### src/rtl/lsu_pkg.sv
// lsu_pkg: shared constants for the load/store unit.
// Holds the RV32I funct3 encodings, the FSM state constants, the byte-lane
// select constants, and a helper that checks whether a funct3 is legal
// for a load or a store.
package lsu_pkg;

  // RV32I load/store funct3 encodings
  localparam logic [2:0] F3_B  = 3'b000;  // LB / SB
  localparam logic [2:0] F3_H  = 3'b001;  // LH / SH
  localparam logic [2:0] F3_W  = 3'b010;  // LW / SW
  localparam logic [2:0] F3_BU = 3'b100;  // LBU
  localparam logic [2:0] F3_HU = 3'b101;  // LHU

  // FSM states
  localparam logic [1:0] ST_IDLE = 2'd0;
  localparam logic [1:0] ST_RD   = 2'd1;
  localparam logic [1:0] ST_WR   = 2'd2;
  localparam logic [1:0] ST_RESP = 2'd3;

  // Byte lane selects (addr[1:0]) within a little-endian word
  localparam logic [1:0] LANE_0 = 2'd0;
  localparam logic [1:0] LANE_1 = 2'd1;
  localparam logic [1:0] LANE_2 = 2'd2;
  localparam logic [1:0] LANE_3 = 2'd3;

  // Returns 1 when funct3 is a legal encoding for the given direction.
  function automatic logic f3_legal(input logic write, input logic [2:0] f3);
    logic ok;
    case (f3)
      F3_B, F3_H, F3_W: ok = 1'b1;
      F3_BU, F3_HU:     ok = ~write;
      default:          ok = 1'b0;
    endcase
    return ok;
  endfunction

endpackage

### src/rtl/lsu_if.sv
// lsu_if: request/response and memory-side bus of the load/store unit.
// Signals:
//   req_valid/req_ready/req_write/req_funct3/req_addr/req_wdata  request
//   resp_valid/resp_rdata/resp_err                               response
//   mem_write_enable/mem_read_enable/mem_address/mem_data_in      to memory
//   mem_data_out                                                  from memory
// Modports:
//   slave  - the load/store unit itself
//   master - the environment (execute stage plus data memory)
interface lsu_if;
  logic        req_valid;
  logic        req_ready;
  logic        req_write;
  logic [2:0]  req_funct3;
  logic [31:0] req_addr;
  logic [31:0] req_wdata;
  logic        resp_valid;
  logic [31:0] resp_rdata;
  logic        resp_err;
  logic        mem_write_enable;
  logic        mem_read_enable;
  logic [31:0] mem_address;
  logic [31:0] mem_data_in;
  logic [31:0] mem_data_out;

  modport slave (
    input  req_valid, req_write, req_funct3, req_addr, req_wdata, mem_data_out,
    output req_ready, resp_valid, resp_rdata, resp_err,
           mem_write_enable, mem_read_enable, mem_address, mem_data_in
  );

  modport master (
    output req_valid, req_write, req_funct3, req_addr, req_wdata, mem_data_out,
    input  req_ready, resp_valid, resp_rdata, resp_err,
           mem_write_enable, mem_read_enable, mem_address, mem_data_in
  );
endinterface

### src/rtl/lsu_align.sv
// lsu_align: combinational sub-word alignment.
// Ports:
//   funct3     in  3   access type (latched request funct3)
//   lane       in  2   addr[1:0] of the access
//   rdata      in  32  word read from memory (little-endian)
//   wdata      in  32  right-aligned store data
//   load_data  out 32  extracted and sign/zero-extended load result
//   store_data out 32  word to write back (read word merged with wdata)
module lsu_align
  import lsu_pkg::*;
(
  input  logic [2:0]  funct3,
  input  logic [1:0]  lane,
  input  logic [31:0] rdata,
  input  logic [31:0] wdata,
  output logic [31:0] load_data,
  output logic [31:0] store_data
);

  logic [7:0]  byte_sel;
  logic [15:0] half_sel;

  // Pick the addressed byte/halfword, then extend or merge by funct3
  always_comb begin
    byte_sel   = 8'h00;
    half_sel   = 16'h0000;
    load_data  = 32'h0000_0000;
    store_data = rdata;

    case (lane)
      LANE_0:  byte_sel = rdata[7:0];
      LANE_1:  byte_sel = rdata[15:8];
      LANE_2:  byte_sel = rdata[23:16];
      LANE_3:  byte_sel = rdata[31:24];
      default: byte_sel = 8'h00;
    endcase

    if (lane[1]) begin
      half_sel = rdata[31:16];
    end else begin
      half_sel = rdata[15:0];
    end

    case (funct3)
      F3_B:    load_data = {{24{byte_sel[7]}}, byte_sel};
      F3_BU:   load_data = {24'h00_0000, byte_sel};
      F3_H:    load_data = {{16{half_sel[15]}}, half_sel};
      F3_HU:   load_data = {16'h0000, half_sel};
      F3_W:    load_data = rdata;
      default: load_data = 32'h0000_0000;
    endcase

    case (funct3)
      F3_B: begin
        case (lane)
          LANE_0:  store_data = {rdata[31:8], wdata[7:0]};
          LANE_1:  store_data = {rdata[31:16], wdata[7:0], rdata[7:0]};
          LANE_2:  store_data = {rdata[31:24], wdata[7:0], rdata[15:0]};
          LANE_3:  store_data = {wdata[7:0], rdata[23:0]};
          default: store_data = rdata;
        endcase
      end
      F3_H: begin
        if (lane[1]) begin
          store_data = {wdata[15:0], rdata[15:0]};
        end else begin
          store_data = {rdata[31:16], wdata[15:0]};
        end
      end
      F3_W:    store_data = wdata;
      default: store_data = rdata;
    endcase
  end

endmodule

### src/rtl/load_store_unit.sv
// load_store_unit: core-side initiator for a word-wide, byte-addressed data
// memory. Accepts one load/store at a time, checks it for errors, performs
// word-aligned reads/writes (read-modify-write for SB/SH) and returns a
// one-cycle response.
// Parameters:
//   MEM_BYTES   memory size in bytes; any address >= MEM_BYTES faults
//   RD_LATENCY  cycles read_enable is held before data is captured (1..4)
// Ports:
//   clk    in  rising-edge clock
//   reset  in  asynchronous active-high reset
//   bus    lsu_if.slave: request, response and memory-side signals
module load_store_unit
  import lsu_pkg::*;
#(
  parameter int MEM_BYTES  = 256,
  parameter int RD_LATENCY = 1
) (
  input  logic  clk,
  input  logic  reset,
  lsu_if.slave  bus
);

  localparam logic [31:0] MEM_LIMIT   = 32'(MEM_BYTES);
  localparam logic [1:0]  RD_CNT_INIT = 2'(RD_LATENCY - 1);

  logic [1:0]  state;
  logic [1:0]  next_state;
  logic [1:0]  rd_cnt;

  // Request fields latched on accept
  logic        wr_l;
  logic [2:0]  f3_l;
  logic [1:0]  lane_l;
  logic [31:0] wdata_l;

  // Registered outputs
  logic        req_ready;
  logic        resp_valid;
  logic [31:0] resp_rdata;
  logic        resp_err;
  logic        mem_write_enable;
  logic        mem_read_enable;
  logic [31:0] mem_address;
  logic [31:0] mem_data_in;

  logic        accept;
  logic        err;
  logic        rd_done;
  logic [31:0] load_word;
  logic [31:0] store_word;

  assign accept  = bus.req_valid & req_ready;
  assign rd_done = (state == ST_RD) && (rd_cnt == 2'd0);

  // Request fault check: illegal funct3, misalignment or out-of-range address
  always_comb begin
    err = 1'b0;
    if (!f3_legal(bus.req_write, bus.req_funct3)) begin
      err = 1'b1;
    end else if ((bus.req_funct3[1:0] == 2'b01) && bus.req_addr[0]) begin
      err = 1'b1;
    end else if ((bus.req_funct3[1:0] == 2'b10) && (bus.req_addr[1:0] != 2'b00)) begin
      err = 1'b1;
    end else if (bus.req_addr >= MEM_LIMIT) begin
      err = 1'b1;
    end else begin
      err = 1'b0;
    end
  end

  // Next-state decode
  always_comb begin
    next_state = state;
    case (state)
      ST_IDLE: begin
        if (!accept) begin
          next_state = ST_IDLE;
        end else if (err) begin
          next_state = ST_RESP;
        end else if (bus.req_write && (bus.req_funct3 == F3_W)) begin
          next_state = ST_WR;
        end else begin
          // loads and SB/SH all begin with a read
          next_state = ST_RD;
        end
      end
      ST_RD: begin
        if (rd_cnt != 2'd0) begin
          next_state = ST_RD;
        end else if (wr_l) begin
          next_state = ST_WR;
        end else begin
          next_state = ST_RESP;
        end
      end
      ST_WR:   next_state = ST_RESP;
      ST_RESP: next_state = ST_IDLE;
      default: next_state = ST_IDLE;
    endcase
  end

  lsu_align u_align (
    .funct3     (f3_l),
    .lane       (lane_l),
    .rdata      (bus.mem_data_out),
    .wdata      (wdata_l),
    .load_data  (load_word),
    .store_data (store_word)
  );

  // State, request latches and registered outputs (enables follow next_state)
  always_ff @(posedge clk or posedge reset) begin
    if (reset) begin
      state            <= ST_IDLE;
      rd_cnt           <= 2'd0;
      wr_l             <= 1'b0;
      f3_l             <= 3'b000;
      lane_l           <= 2'b00;
      wdata_l          <= 32'h0000_0000;
      req_ready        <= 1'b1;
      resp_valid       <= 1'b0;
      resp_rdata       <= 32'h0000_0000;
      resp_err         <= 1'b0;
      mem_write_enable <= 1'b0;
      mem_read_enable  <= 1'b0;
      mem_address      <= 32'h0000_0000;
      mem_data_in      <= 32'h0000_0000;
    end else begin
      state            <= next_state;
      req_ready        <= (next_state == ST_IDLE);
      resp_valid       <= (next_state == ST_RESP);
      mem_read_enable  <= (next_state == ST_RD);
      mem_write_enable <= (next_state == ST_WR);

      if (accept) begin
        wr_l       <= bus.req_write;
        f3_l       <= bus.req_funct3;
        lane_l     <= bus.req_addr[1:0];
        wdata_l    <= bus.req_wdata;
        rd_cnt     <= RD_CNT_INIT;
        resp_rdata <= 32'h0000_0000;
        resp_err   <= err;
        // a faulting request never touches the memory-side address/data
        if (!err) begin
          mem_address <= {bus.req_addr[31:2], 2'b00};
          if (bus.req_write && (bus.req_funct3 == F3_W)) begin
            mem_data_in <= bus.req_wdata;
          end
        end
      end

      if ((state == ST_RD) && (rd_cnt != 2'd0)) begin
        rd_cnt <= rd_cnt - 2'd1;
      end

      // Capture edge: merge for sub-word stores, extract for loads
      if (rd_done) begin
        if (wr_l) begin
          mem_data_in <= store_word;
        end else begin
          resp_rdata <= load_word;
        end
      end

      if (state == ST_RESP) begin
        resp_err   <= 1'b0;
        resp_rdata <= 32'h0000_0000;
      end
    end
  end

  assign bus.req_ready        = req_ready;
  assign bus.resp_valid       = resp_valid;
  assign bus.resp_rdata       = resp_rdata;
  assign bus.resp_err         = resp_err;
  assign bus.mem_write_enable = mem_write_enable;
  assign bus.mem_read_enable  = mem_read_enable;
  assign bus.mem_address      = mem_address;
  assign bus.mem_data_in      = mem_data_in;

endmodule
### src/flat_wrapper.sv
// flat-port wrapper written by rule: the top's interface ports become plain ports
module load_store_unit_flat import lsu_pkg::*;
#(
  parameter int MEM_BYTES  = 256,
  parameter int RD_LATENCY = 1
)
  (clk, reset, bus_req_valid, bus_req_write, bus_req_funct3, bus_req_addr, bus_req_wdata, bus_mem_data_out, bus_req_ready, bus_resp_valid, bus_resp_rdata, bus_resp_err, bus_mem_write_enable, bus_mem_read_enable, bus_mem_address, bus_mem_data_in);
  lsu_if bus_i ();
  input  logic clk;
  input  logic reset;
  input wire logic [$bits(bus_i.req_valid)-1:0] bus_req_valid;
  input wire logic [$bits(bus_i.req_write)-1:0] bus_req_write;
  input wire logic [$bits(bus_i.req_funct3)-1:0] bus_req_funct3;
  input wire logic [$bits(bus_i.req_addr)-1:0] bus_req_addr;
  input wire logic [$bits(bus_i.req_wdata)-1:0] bus_req_wdata;
  input wire logic [$bits(bus_i.mem_data_out)-1:0] bus_mem_data_out;
  output wire logic [$bits(bus_i.req_ready)-1:0] bus_req_ready;
  output wire logic [$bits(bus_i.resp_valid)-1:0] bus_resp_valid;
  output wire logic [$bits(bus_i.resp_rdata)-1:0] bus_resp_rdata;
  output wire logic [$bits(bus_i.resp_err)-1:0] bus_resp_err;
  output wire logic [$bits(bus_i.mem_write_enable)-1:0] bus_mem_write_enable;
  output wire logic [$bits(bus_i.mem_read_enable)-1:0] bus_mem_read_enable;
  output wire logic [$bits(bus_i.mem_address)-1:0] bus_mem_address;
  output wire logic [$bits(bus_i.mem_data_in)-1:0] bus_mem_data_in;
  assign bus_i.req_valid = bus_req_valid;
  assign bus_i.req_write = bus_req_write;
  assign bus_i.req_funct3 = bus_req_funct3;
  assign bus_i.req_addr = bus_req_addr;
  assign bus_i.req_wdata = bus_req_wdata;
  assign bus_i.mem_data_out = bus_mem_data_out;
  assign bus_req_ready = bus_i.req_ready;
  assign bus_resp_valid = bus_i.resp_valid;
  assign bus_resp_rdata = bus_i.resp_rdata;
  assign bus_resp_err = bus_i.resp_err;
  assign bus_mem_write_enable = bus_i.mem_write_enable;
  assign bus_mem_read_enable = bus_i.mem_read_enable;
  assign bus_mem_address = bus_i.mem_address;
  assign bus_mem_data_in = bus_i.mem_data_in;
  load_store_unit #(.MEM_BYTES(MEM_BYTES), .RD_LATENCY(RD_LATENCY)) u_core (.clk(clk), .reset(reset), .bus(bus_i));
endmodule
### config.mk
export PLATFORM = sky130hd
export DESIGN_NAME = load_store_unit_flat
export DESIGN_NICKNAME = d
export VERILOG_FILES = /design/src/rtl/lsu_pkg.sv /design/src/rtl/lsu_if.sv /design/src/rtl/lsu_align.sv /design/src/rtl/load_store_unit.sv /design/src/flat_wrapper.sv
export SDC_FILE = /design/constraint.sdc
export NUM_CORES = 1
export LEC_CHECK = 0
export BUFFER_PORTS_ARGS = -buffer_cell sky130_fd_sc_hd__buf_2
export CORE_UTILIZATION = 50
export CTS_BUF_LIST = sky130_fd_sc_hd__clkbuf_4
export DETAILED_ROUTE_END_ITERATION = 12
export GPL_TIMING_DRIVEN = 0
export MAX_ROUTING_LAYER = met4
export PLACE_DENSITY = 0.82
export SYNTH_ARGS = -nofsm -noshare
export SYNTH_HDL_FRONTEND = slang
export SYNTH_SLANG_ARGS = --single-unit
export TNS_END_PERCENT = 100
### constraint.sdc
create_clock -name clk -period 9 [get_ports clk]
set_clock_uncertainty 0.05 [all_clocks]
set_input_delay 0.45 -clock clk [delete_from_list [all_inputs] [get_ports clk]]
set_output_delay 0.45 -clock clk [all_outputs]
set_load 0.01 [all_outputs]
==> flow_summary.yaml <==
timing:
  max_freq_mhz: 376
  tightest_slew_ps: 1170
  drv_slew: 0
  rsz0062_at_grt: "no"
  setup-tns-final_ps: 0
  finalCritPeriodShare: 0.296
  hold_viol: 0
  setup_viol: 0
  min_period_ps: 2660
  timing.slew.headroom: 0.209
yosys:
  syn_avg_cell_area_sq_um: 10.0
  ys_seq_area_frac: 0.520
  synth_edf_count: 0
  yosys_warnings: 0
  synth_flop_cell: "dfrtp_1"
  synthCells: 678
  syn_area_sq_um: 6780
  synth_cell_type_count: 53
  ys_seq_elements: 141
  async_flop_share: 1.00
floorplanning:
  floorplan.initialDensity: 0.512
  coreArea_sq_um: 13200
  dieArea_sq_um: 14000
  rows: 42
  fp.dieH_um: 118
  io_pins: 204
  dieWidth_um: 118
critical_path:
  ff2ff_path_depth: 7
  crit_chain: "and2_1 > clkbuf_1 > nand2_1 > nor4_4 > buf_6 > mux2i_1 > a22oi_2"
  crit_slowest_cell: "nor4_4"
  critical_path_class: "flop to flop"
  critPathMaxFanout: 10
  critPathArrivalTime_ps: 3030
  max_stage_delay_ps: 600
  cp-start-kind: "flop"
  setup.worst_path.end_class: "flop"
  crit_required_ps: 9370
route:
  drcViolationCount: 0
  vias: 6251
  first_pass_iters: 5
  final_antenna_net_count: 0
  totalWireLength_um: 20600
  via_per_inst: 5.72
  wl_per_cell_um: 18.8
  first_iter_violations: 646
clock_tree:
  clk_pin_slew_ps: 110
  cts_root_buffer: "clkbuf_4"
  cts_resized: 0
  htreeDepth: 4
  cts_tree: "built"
  clock_latency_ps: 560
  clock_sinks: 141
  cts_buffer_depth: 2
  numCtsBuffers: 17
run:
  cap_violations: 0
power_and_ir_drop:
  ir_drop_mv: 0.144
  power.leakage_nw: 4.19
  p_per_area_nw_per_um2: 313
  p_total_mw: 2.61
hold_path:
  worstHoldPathCells: 3
  hold_class: "primary input to flop"
layout:
  fin_nets: 1005
  drive_above_1_share: 0.298
  syn2layout_area_growth_pct: 23.0
global_route:
  grt_pass1_wl_um: 32400
  grt_use_total: 0.316
  antenna_found_initial: 2
  grt_max_degree: 73
  grt_pass1_vias: 5946
  grt-ovfl-total: 0
run_status:
  outcome: "finished, final reports clean"
placement:
  io_buffer_count: 201
  gp_congestion: 0.943
  hpwl_um: 15400
flip-flops by register name, indices dropped and copies added (netlist names):
register and flops:
u_core.bus.mem_write_enable 1, u_core.bus.resp_rdata 32, u_core.bus.resp_valid 1, u_core.bus.mem_address 30, u_core.bus.resp_err 1, u_core.f3_l 3
u_core.lane_l 2, u_core.bus.mem_read_enable 1, u_core.bus.req_ready 1, u_core.wr_l 1, u_core.wdata_l 32, u_core.rd_cnt 2
u_core.state 2, u_core.bus.mem_data_in 32
path summary, 6_finish.rpt:
path / from / endpoint / slack [ps]
setup / recovery: u_core.bus.req_ready$_DFF_PP1_ / u_core.bus.mem_data_in[19]$_DFF_PP0_ / 6340
hold / removal: bus_req_wdata[0] / u_core.wdata_l[0]$_DFFE_PP0P_ / 40
setup reg to reg: u_core.bus.req_ready$_DFF_PP1_ / u_core.bus.mem_data_in[19]$_DFF_PP0_ / 6340
hold reg to reg: u_core.wdata_l[19]$_DFFE_PP0P_ / u_core.wdata_l[19]$_DFFE_PP0P_ / 450
max in group asynchronous: reset / u_core.bus.mem_address[26]$_DFFE_PP0P_ / 7640
min in group asynchronous: reset / u_core.bus.resp_rdata[8]$_DFF_PP0_ / 490
where the power goes:
group          internal, mW  switching [mW]  total, mW
logic                 0.448           0.717       1.16
clock network         0.199           0.223      0.422
registers             0.863           0.164       1.03
cell usage after synthesis (2+ instances only):
| cell type | count | share of area |
|---|---|---|
| mux4_2 | 3 | 0.010 |
| nand2b_1 | 5 | 0.0046 |
| nand3_1 | 8 | 0.0059 |
| nor3_1 | 10 | 0.0074 |
| nor2b_1 | 27 | 0.025 |
| a22oi_2 | 6 | 0.011 |
| buf_6 | 3 | 0.0050 |
| buf_2 | 6 | 0.0044 |
| nor4_1 | 6 | 0.0055 |
| a22oi_1 | 10 | 0.011 |
| and2_1 | 2 | 0.0018 |
| a31oi_1 | 4 | 0.0037 |
| nand2_1 | 166 | 0.092 |
| o21ai_0 | 10 | 0.0074 |
| a221oi_1 | 14 | 0.018 |
| a311oi_1 | 3 | 0.0039 |
| a21o_1 | 11 | 0.012 |
| clkbuf_1 | 32 | 0.018 |
| buf_1 | 7 | 0.0039 |
| buf_4 | 3 | 0.0033 |
| nand3b_1 | 2 | 0.0022 |
| a221o_1 | 16 | 0.024 |
| nor2_1 | 8 | 0.0044 |
| o21ai_1 | 13 | 0.0096 |
| dfrtp_1 | 140 | 0.52 |
| o311ai_0 | 5 | 0.0065 |
| a21oi_1 | 66 | 0.049 |
| nor4_2 | 3 | 0.0055 |
| inv_1 | 4 | 0.0022 |
| mux2i_1 | 51 | 0.075 |
| mux2_2 | 9 | 0.015 |
| a211oi_1 | 4 | 0.0044 |
worst max-delay path, delay by kind of cell, from the launching register on:
family	cells	cell delay [ps]
multiplexers	1	260
buffers and inverters	2	670
flip-flops	1	550
AO/OA/AOI/OAI	1	100
AND/OR/NAND/NOR	3	870
layer usage:
metal,global-route usage,wire length [um],share of wire,vias to the layer above
li1,-,-,-,2857
met1,0.409,8620,0.42,3006
met5,-,0,0,-
met2,0.457,9420,0.46,326
met4,0.152,776,0.038,0
met3,0.0883,1750,0.085,62
cell families after synthesis:
family / synth area share
AO/OA/AOI/OAI: 0.171
adder cells (fa/ha/maj): 0.00184
buffers and inverters: 0.0365
flip-flops: 0.520
multiplexers: 0.100
other: 0.000553
AND/OR/NAND/NOR: 0.169
area by class of cell:
type                            instances  area [sq um]
Buffer                                 51           233
Clock inverter                         11           124
Multi-Input combinational cell        483          3010
Clock buffer                           21           158
Tap cell                              176           220
Antenna cell                            2          5.00
Timing Repair Buffer                  203          1040
Fill cell                            1168          4900
Inverter                                4          20.0
Sequential cell                       141          3530
placed cells by master, fill, tap and decap left out, types with 10 or more instances in the layout:
cell / n
dfrtp_1: 140
a21o_1: 11
a221oi_1: 14
nor3_1: 10
buf_2: 207
clkbuf_4: 21
clkbuf_1: 32
a22oi_1: 10
a21oi_1: 66
nor2b_1: 27
o21ai_1: 13
mux2i_1: 51
nand2_1: 166
a221o_1: 16
o21ai_0: 10
stage by stage:
| stage | setup slack (ps) | instance area (sq um) | utilization | hold WS, ps | instances |
|---|---|---|---|---|---|
| global route | 6220 | 8340 | 0.630 | 6.19 | 1092 |
| finish | 6340 | 8340 | 0.630 | 39.8 | 1092 |
| floorplan | 4720 | 6790 | - | 396 | 679 |
| CTS | 6350 | 8340 | 0.630 | 0.972 | 1090 |
| global placement | 3180 | 8010 | 0.605 | 408 | 1056 |
| detailed placement | 6240 | 8050 | 0.608 | 412 | 1057 |
what timing repair did:
| item | in CTS | in global routing |
|---|---|---|
| hold buffers | 1 | 0 |
| setup buffers | 0 | 0 |
| hold endpoints to repair | 69 | 0 |
No activity file was read; power rests on OpenSTA's default activity.
